[src/rtl/core_pkg.sv]
// Shared core types: data width, register address type, x0 constant and base opcodes.
package core_pkg;

  localparam int XLEN       = 32;
  localparam int REG_ADDR_W = 5;

  typedef logic [REG_ADDR_W-1:0] reg_addr_t;

  localparam reg_addr_t ZERO_REG = '0;

  localparam logic [6:0] OPC_LOAD   = 7'b0000011;
  localparam logic [6:0] OPC_OP_IMM = 7'b0010011;
  localparam logic [6:0] OPC_STORE  = 7'b0100011;
  localparam logic [6:0] OPC_OP     = 7'b0110011;
  localparam logic [6:0] OPC_BRANCH = 7'b1100011;

endpackage

[src/rtl/busy_scoreboard.sv]
// Per-register busy bits (issue sets, commit clears, flush wipes) and the decode stall for RAW/WAW.
// Hazard is combinational; REGFILE_BYPASS_EN lets a same-cycle commit release the stall early.
module busy_scoreboard
  import core_pkg::*;
#(
  parameter int NREGS = 32
) (
  input  logic             clk,
  input  logic             reset,
  input  logic             issue_valid,
  input  reg_addr_t        issue_rd,
  input  logic             flush,
  input  logic             write_enable,
  input  reg_addr_t        write_reg,
  input  reg_addr_t        rs1_addr,
  input  reg_addr_t        rs2_addr,
  output logic             hazard,
  output logic [NREGS-1:0] busy_vec
);

  logic [NREGS-1:0] busy_q, busy_d;
  logic [NREGS-1:0] commit_mask;
  logic [NREGS-1:0] visible;

  always_comb begin
    commit_mask = '0;
    if (write_enable && write_reg != ZERO_REG) commit_mask[write_reg] = 1'b1;

`ifdef REGFILE_BYPASS_EN
    visible = busy_q & ~commit_mask;
`else
    visible = busy_q;
`endif
    visible[0] = 1'b0;

    hazard = issue_valid & (visible[rs1_addr] | visible[rs2_addr] | visible[issue_rd]);

    // Commit clears first so a same-cycle issue to that register leaves it busy.
    busy_d = busy_q & ~commit_mask;
    if (flush) begin
      busy_d = '0;
    end else if (issue_valid && issue_rd != ZERO_REG && !hazard) begin
      busy_d[issue_rd] = 1'b1;
    end
    busy_d[0] = 1'b0;
  end

  always_ff @(posedge clk or negedge reset) begin
    if (!reset) busy_q <= '0;
    else        busy_q <= busy_d;
  end

  assign busy_vec = busy_q;

endmodule

[src/rtl/register_file_scoreboard.sv]
// Integer register file with write-back commit port, two combinational read ports and busy scoreboard.
// Optional macro REGFILE_BYPASS_EN forwards a same-cycle commit to the read ports and hazard.
module register_file_scoreboard
  import core_pkg::*;
#(
  parameter int XLEN  = core_pkg::XLEN,
  parameter int NREGS = 32
) (
  input  logic             clk,
  input  logic             reset,
  input  reg_addr_t        rs1_addr,
  input  reg_addr_t        rs2_addr,
  output logic [XLEN-1:0]  rs1_data,
  output logic [XLEN-1:0]  rs2_data,
  input  logic             issue_valid,
  input  reg_addr_t        issue_rd,
  input  logic             flush,
  input  logic             write_enable,
  input  reg_addr_t        write_reg,
  input  logic [XLEN-1:0]  write_data,
  output logic             hazard,
  output logic [NREGS-1:0] busy_vec,
  output logic [31:0]      commit_count
);

  logic [XLEN-1:0] regs_q [NREGS];
  logic [XLEN-1:0] regs_d [NREGS];
  logic [31:0]     commit_count_q, commit_count_d;
  logic            commit;

  assign commit = write_enable && (write_reg != ZERO_REG);

  always_comb begin
    regs_d         = regs_q;
    commit_count_d = commit_count_q;
    if (commit) begin
      regs_d[write_reg] = write_data;
      commit_count_d    = commit_count_q + 32'd1;
    end
  end

  always_ff @(posedge clk or negedge reset) begin
    if (!reset) begin
      for (int i = 0; i < NREGS; i++) regs_q[i] <= '0;
      commit_count_q <= '0;
    end else begin
      regs_q         <= regs_d;
      commit_count_q <= commit_count_d;
    end
  end

  always_comb begin
    rs1_data = '0;
    rs2_data = '0;
    if (rs1_addr != ZERO_REG) rs1_data = regs_q[rs1_addr];
    if (rs2_addr != ZERO_REG) rs2_data = regs_q[rs2_addr];
`ifdef REGFILE_BYPASS_EN
    if (commit && write_reg == rs1_addr) rs1_data = write_data;
    if (commit && write_reg == rs2_addr) rs2_data = write_data;
`endif
  end

  assign commit_count = commit_count_q;

  busy_scoreboard #(
    .NREGS(NREGS)
  ) u_busy (
    .clk          (clk),
    .reset        (reset),
    .issue_valid  (issue_valid),
    .issue_rd     (issue_rd),
    .flush        (flush),
    .write_enable (write_enable),
    .write_reg    (write_reg),
    .rs1_addr     (rs1_addr),
    .rs2_addr     (rs2_addr),
    .hazard       (hazard),
    .busy_vec     (busy_vec)
  );

endmodule

[config.mk]
export PLATFORM = sky130hd
export DESIGN_NAME = register_file_scoreboard
export DESIGN_NICKNAME = d
export VERILOG_FILES = /design/src/rtl/core_pkg.sv /design/src/rtl/busy_scoreboard.sv /design/src/rtl/register_file_scoreboard.sv
export SDC_FILE = /design/constraint.sdc
export NUM_CORES = 2
export LEC_CHECK = 0
export ABC_AREA = 1
export BUFFER_PORTS_ARGS = -buffer_cell sky130_fd_sc_hd__buf_2
export CAP_MARGIN = 20
export CORE_UTILIZATION = 35
export CTS_CLUSTER_DIAMETER = 40
export CTS_CLUSTER_SIZE = 40
export DETAILED_ROUTE_END_ITERATION = 6
export REMOVE_ABC_BUFFERS = 1
export SYNTH_ARGS = -nofsm -noshare
export SYNTH_HDL_FRONTEND = slang
export SYNTH_HIERARCHICAL = 1
export SYNTH_SLANG_ARGS = --single-unit
[constraint.sdc]
create_clock -name clk -period 2.4 [get_ports clk]
set_input_delay 0.24 -clock clk [delete_from_list [all_inputs] [get_ports clk]]
set_output_delay 0.24 -clock clk [all_outputs]
set_load 0.01 [all_outputs]
==> Yosys cells after proc, flatten, opt, wreduce, memory -nomap -nowiden <==
Index checks and enable logic that the tools add are counted.
{ "totals": {"word_cells": 89, "memories": 0, "regBits": 1087, "in_bits": 57, "latch_bits": 0, "romBits": 0, "out_inout_bits": 129, "ramBits": 0} }
{ "op_classes": {"bitwise": 9, "muxes": 24, "multipliers": 0, "shifts": 0, "n_eq_ne": 0, "magnitude_cmp": 10, "n_div": 0, "reduce_logical": 11, "add_sub_neg": 1} }
{ "op_table": {"columns": ["cell", "n"], "rows": [
  ["$bwmux W1024", 1],
  ["$bmux W32 S5", 2],
  ["$mux W32", 10],
  ["$demux W32 S5", 1],
  ["$add A32 B1 Y32 const B", 1],
  ["$and A32 B32 Y32", 1],
  ["$not A32 Y32", 1],
  ["$or A32 B32 Y32", 1],
  ["$lt A5 B6 Y1 const B", 4],
  ["$reduce_bool A5 Y1", 4],
  ["$ge A6 B6 Y1 const B", 3],
  ["$not A5 Y6", 3],
  ["$bmux W1 S5", 3],
  ["$demux W1 S5", 2],
  ["$ge A5 B1 Y1 const B", 2],
  ["$logic_and A1 B1 Y1", 6],
  ["$lt A6 B1 Y1 const B", 1],
  ["$mux W1", 5],
  ["$or A1 B1 Y1", 2],
  ["$and A1 B1 Y1", 1],
  ["$logic_not A1 Y1", 1]
]} }

==> Logic depth before layout (Yosys ltp) <==
{ "logic_depth": {"word_depth": 10, "mapped_depth": 16, "mapped_depth_nobuf": 13} }

==> Hierarchy <==
Netlist, hierarchy kept.
{ "modules_own_cells": {"columns": ["mod", "area_per_inst_um2", "cells_each", "n_inst", "seq_area_each_um2"], "rows": [
  ["register_file_scoreboard", 58488.6, 8571, 1, 26425.3],
  ["busy_scoreboard", 3175.5, 564, 1, 775.7]
]} }

==> Worst setup path after synthesis <==
OpenSTA, ideal clock, no wires.
{ "synth_timing": {"path_kind": "input -> output", "from": "input rs2_addr[0]", "to": "output rs2_data[13]", "arrival_time_ns": 1.535, "stages": 12, "setup_slack_ns": 0.625, "path_buffers": 3, "required_time_ns": 2.160, "cell_sequence": "buf_2 > inv_2 > buf_2 > clkbuf_1 > nand2_1 > nand3_1 > nand3_1 > nand2_1 > nand2_1 > nand3_1 > nand2_1 > nor2_1"} }
{ "synth_between": {"elab_chain_cells": 5, "word_cells_on_any_way": 6, "cone_classes": "4 x mux; 1 x bitwise; 1 x reduce/logical"} }
{ "synth_rtl": {"columns": ["element", "line", "text"], "rows": [
  ["start: declaration", "register_file_scoreboard.sv:12", "input reg_addr_t rs2_addr,"],
  ["$not A5 Y6 (implied by the code)", "register_file_scoreboard.sv:56", "if (rs2_addr != ZERO_REG) rs2_data = regs_q[rs2_addr];"],
  ["$bmux W32 S5", "register_file_scoreboard.sv:56", null],
  ["$mux W32 (implied by the code) (2 in series)", "register_file_scoreboard.sv:56", null],
  ["$mux W32 (*)", "register_file_scoreboard.sv:56", null],
  ["end: declaration", "register_file_scoreboard.sv:14", "output logic [XLEN-1:0] rs2_data,"]
]} }
Mark *: on every way between the ends. The rest lies on a longest branch, timed or not. The select of a mux whose other input is x is not followed.

==> Worst setup path in the final report <==
{ "layout_timing": {"from": "register u_busy.busy_q[7], in the netlist u_busy/busy_vec[7]", "to": "output hazard"} }
{ "layout_between": {"elab_chain_cells": 5, "word_cells_on_any_way": 9, "cone_classes": "6 x mux; 3 x bitwise"} }
{ "layout_rtl": {"columns": ["element", "line", "text"], "rows": [
  ["start: declaration", "busy_scoreboard.sv:21", "logic [NREGS-1:0] busy_q, busy_d;"],
  ["start signal: assignment", "busy_scoreboard.sv:50", "else busy_q <= busy_d;"],
  ["$bmux W1 S5", "busy_scoreboard.sv:36", "hazard = issue_valid & (visible[rs1_addr] | visible[rs2_addr] | visible[issue_rd]);"],
  ["$mux W1 (implied by the code)", "busy_scoreboard.sv:36", null],
  ["$or A1 B1 Y1", "busy_scoreboard.sv:36", null],
  ["$or A1 B1 Y1 (*)", "busy_scoreboard.sv:36", null],
  ["$and A1 B1 Y1 (*)", "busy_scoreboard.sv:36", null],
  ["end: declaration", "register_file_scoreboard.sv:21", "output logic hazard,"]
]} }
Marked as above.

==> impl_metrics.env <==
export IMPL_cts_tree="yes"
export IMPL_n_fill_cell=17400
export IMPL_cp_end_kind="output pin"
export IMPL_grt_pass1_wl_mm=380
export IMPL_synth_top_area_cell="dfrtp_1"
export IMPL_slew_limit_headroom=0.388
export IMPL_yosysSeqAreaShare=0.441
export IMPL_first_pass_iters=6
export IMPL_violations="negative setup slack"
export IMPL_post_drt_wl_per_cell_um=21.3
export IMPL_synth_most_common_cell="nand2_1"
export IMPL_min_path_type="input pin to register"
export IMPL_tightest_slew_ps=918
export IMPL_clock_path_buffers=3
export IMPL_ant_nets=0
export IMPL_rsz0062_at_grt="true"
export IMPL_clk_latency_ps=830
export IMPL_reg2reg_from="u_busy/busy_vec[7]"
export IMPL_h_tree_depth=4
export IMPL_grt_pass1_vias=61800
export IMPL_core_region_area_um2=174000
export IMPL_fin_crit_ps=2520
export IMPL_gp_congestion=0.898
export IMPL_rows=153
export IMPL_portBuffers=184
export IMPL_ios=186
export IMPL_postSynth_asyncResetShare=1.00
export IMPL_synth_top_cells_by_count="nand2_1 (3326), nand3_1 (1453), dfrtp_1 (1087), nor2_1 (818), o21ai_0 (669)"
export IMPL_p_per_area_nw_per_um2=888
export IMPL_ys_warn_count=6
export IMPL_overflow=0
export IMPL_viasPerCell=5.55
export IMPL_grt_max_degree=97
export IMPL_finClkSkew_ps=39.3
export IMPL_fin_crit_sh=1.05
export IMPL_start_kind="register"
export IMPL_start_util=0.354
export IMPL_dieArea_um2=178000
export IMPL_synth_area_leaders="dfrtp_1 (44%), nand2_1 (20%), nand3_1 (12%)"
export IMPL_antenna_found_initial=6
export IMPL_syn_to_final_growth_pct=26.4
export IMPL_synth_cells=9135
export IMPL_synth_seq_cells=1087
export IMPL_syn_area_um2=61700
export IMPL_fin_util=0.447
export IMPL_synth_distinct_cells=33
export IMPL_die_w_um=422
export IMPL_crit_fanout=3
export IMPL_drc=0
export IMPL_max_cap_violations=0
export IMPL_cts_buffers=205
export IMPL_drive_gt1_frac=0.160
export IMPL_vias=65400
export IMPL_netlist_area_leader_share=0.441
export IMPL_slew_violations=0
export IMPL_place_hpwl_mm=148
export IMPL_fin_nets=9349
export IMPL_hold_viol=0
export IMPL_hp_start="issue_rd[0]"
export IMPL_wl_mm=251
export IMPL_ir_worst_vdd_mv=0.713
export IMPL_startpoint="u_busy/busy_vec[7]"
export IMPL_clock_sinks=1087
export IMPL_clkTransAtPathRegs_ps=50
export IMPL_criticalPathCategory="register to output pin"
export IMPL_synth_ff_type="dfrtp_1"
export IMPL_arrival_ps=2280
export IMPL_avgSynthCellArea_um2=6.75
export IMPL_required_ps=2160
export IMPL_fp_dieH_um=422
export IMPL_place_area_um2=67500
export IMPL_finalSetupViolations=33
export IMPL_setup_ws_ps=-122
export IMPL_track_usage=0.275
export IMPL_fmax_mhz=397
export IMPL_synth_edf_count=0
export IMPL_leakage_uw=0.0365
export IMPL_drt_initial_drc_count=7747
export IMPL_design_area_um2=78000
export IMPL_root_buffer="clkbuf_16"
export IMPL_outcome="finished, violations left"
-- critical path: stages, from the launching register on --
cell	delay, ps
dfrtp_2	440
inv_2	100
nand2_1	50
nand3_1	100
nand3_2	70
nand3_2	80
nand2_1	50
nand2_1	80
nand2_2	80
nor2_4	180
a21boi_2	80
buf_2	140
-- flip-flops by register name (all words and copies together) (netlist names) --
register         cells
u_busy/busy_vec     31
commit_count        32
regs_q            1024
-- placed cells by master, fill, tap and decap left out, drive strengths merged, types with 23 or more instances in the layout --
master       synthesis  routed
a21oi              609     609
buf                299     697
bufinv               0      23
clkbuf             489     242
clkinv               2      54
clkinvlp             0      33
dfrtp             1087    1087
dlygate4sd3          0      36
inv                211     252
nand2             3338    3338
nand3             1455    1455
nand4               34      34
nor2               839     839
nor3                45      45
o21ai              685     685
-- final cells by class --
| class | instances | area (um2) | area share |
|---|---|---|---|
| Tap cell | 2325 | 2910 | 0.0373 |
| Sequential cell | 1087 | 27200 | 0.349 |
| Clock inverter | 149 | 1930 | 0.0247 |
| Antenna cell | 2 | 5.00 | 0.0000642 |
| Clock buffer | 239 | 5500 | 0.0705 |
| Inverter | 213 | 855 | 0.0110 |
| Timing Repair Buffer | 737 | 7640 | 0.0980 |
| Multi-Input combinational cell | 7047 | 31900 | 0.409 |
-- layer usage --
metal | track usage | vias to the layer above | wire length [um]
li1 | - | 30000 | -
met1 | 0.364 | 31200 | 102000
met2 | 0.434 | 3531 | 114000
met3 | 0.0450 | 686 | 22700
met4 | 0.132 | 0 | 12200
met5 | 0 | - | 0
-- per-stage QoR --
stage | setup slack, ps | std cells | power, uW | hold slack (ps) | setup TNS (ps)
3_3_place_gp | 106 | 11200 | 37000 | 226 | 0
4_1_cts | -178 | 11700 | 68600 | 4.94 | -427
2_1_floorplan | -3570 | 8347 | 32400 | -55.6 | -240180
5_1_grt | -214 | 11800 | 72600 | 48.1 | -5670
3_5_place_dp | 107 | 11200 | 37400 | 222 | 0
6_report | -122 | 11800 | 69200 | 77.9 | -2650
-- what timing repair did --
action                                  in CTS  in global routing
setup buffers                               54                 80
hold endpoints to repair                  1710                  0
resized for setup                          180                339
cloned                                       1                  4
hold buffers                                37                  0
endpoints found under the setup margin      42                 96
pin swaps                                   79                244
-- kinds of logic (layout without fill, tap and decap cells) --
kind of cell,after synthesis,in the layout,synth area share
compound gates,1310,1310,0.107
simple gates,5715,5715,0.383
buf+inv,1001,1338,0.0659
other cells,1,3,0.0000608
fa+ha+maj,1,1,0.000203
flops,1087,1087,0.441
xor+xnor,20,20,0.00284
-- power by group --
part | switching (uW) | internal, uW | leakage, uW
combinational | 8030 | 5540 | 0.0193
clock | 11300 | 19300 | 0.00352
sequential | 2990 | 22100 | 0.0137
total | 22400 | 46900 | 0.0365
-- path summary, 6_finish.rpt --
kind | slack [ps] | endpoint | depth (start not counted)
max in group asynchronous | 1470 | u_busy/busy_vec[23] | 3
min reg2reg | 400 | regs_q[1013] | 0
min | 80 | u_busy/busy_vec[4] | 6
max | -120 | hazard | 11
min in group asynchronous | 200 | regs_q[1016] | 3
max reg2reg | -110 | u_busy/busy_vec[20] | 19
Power figures use the tool's default switching activity.
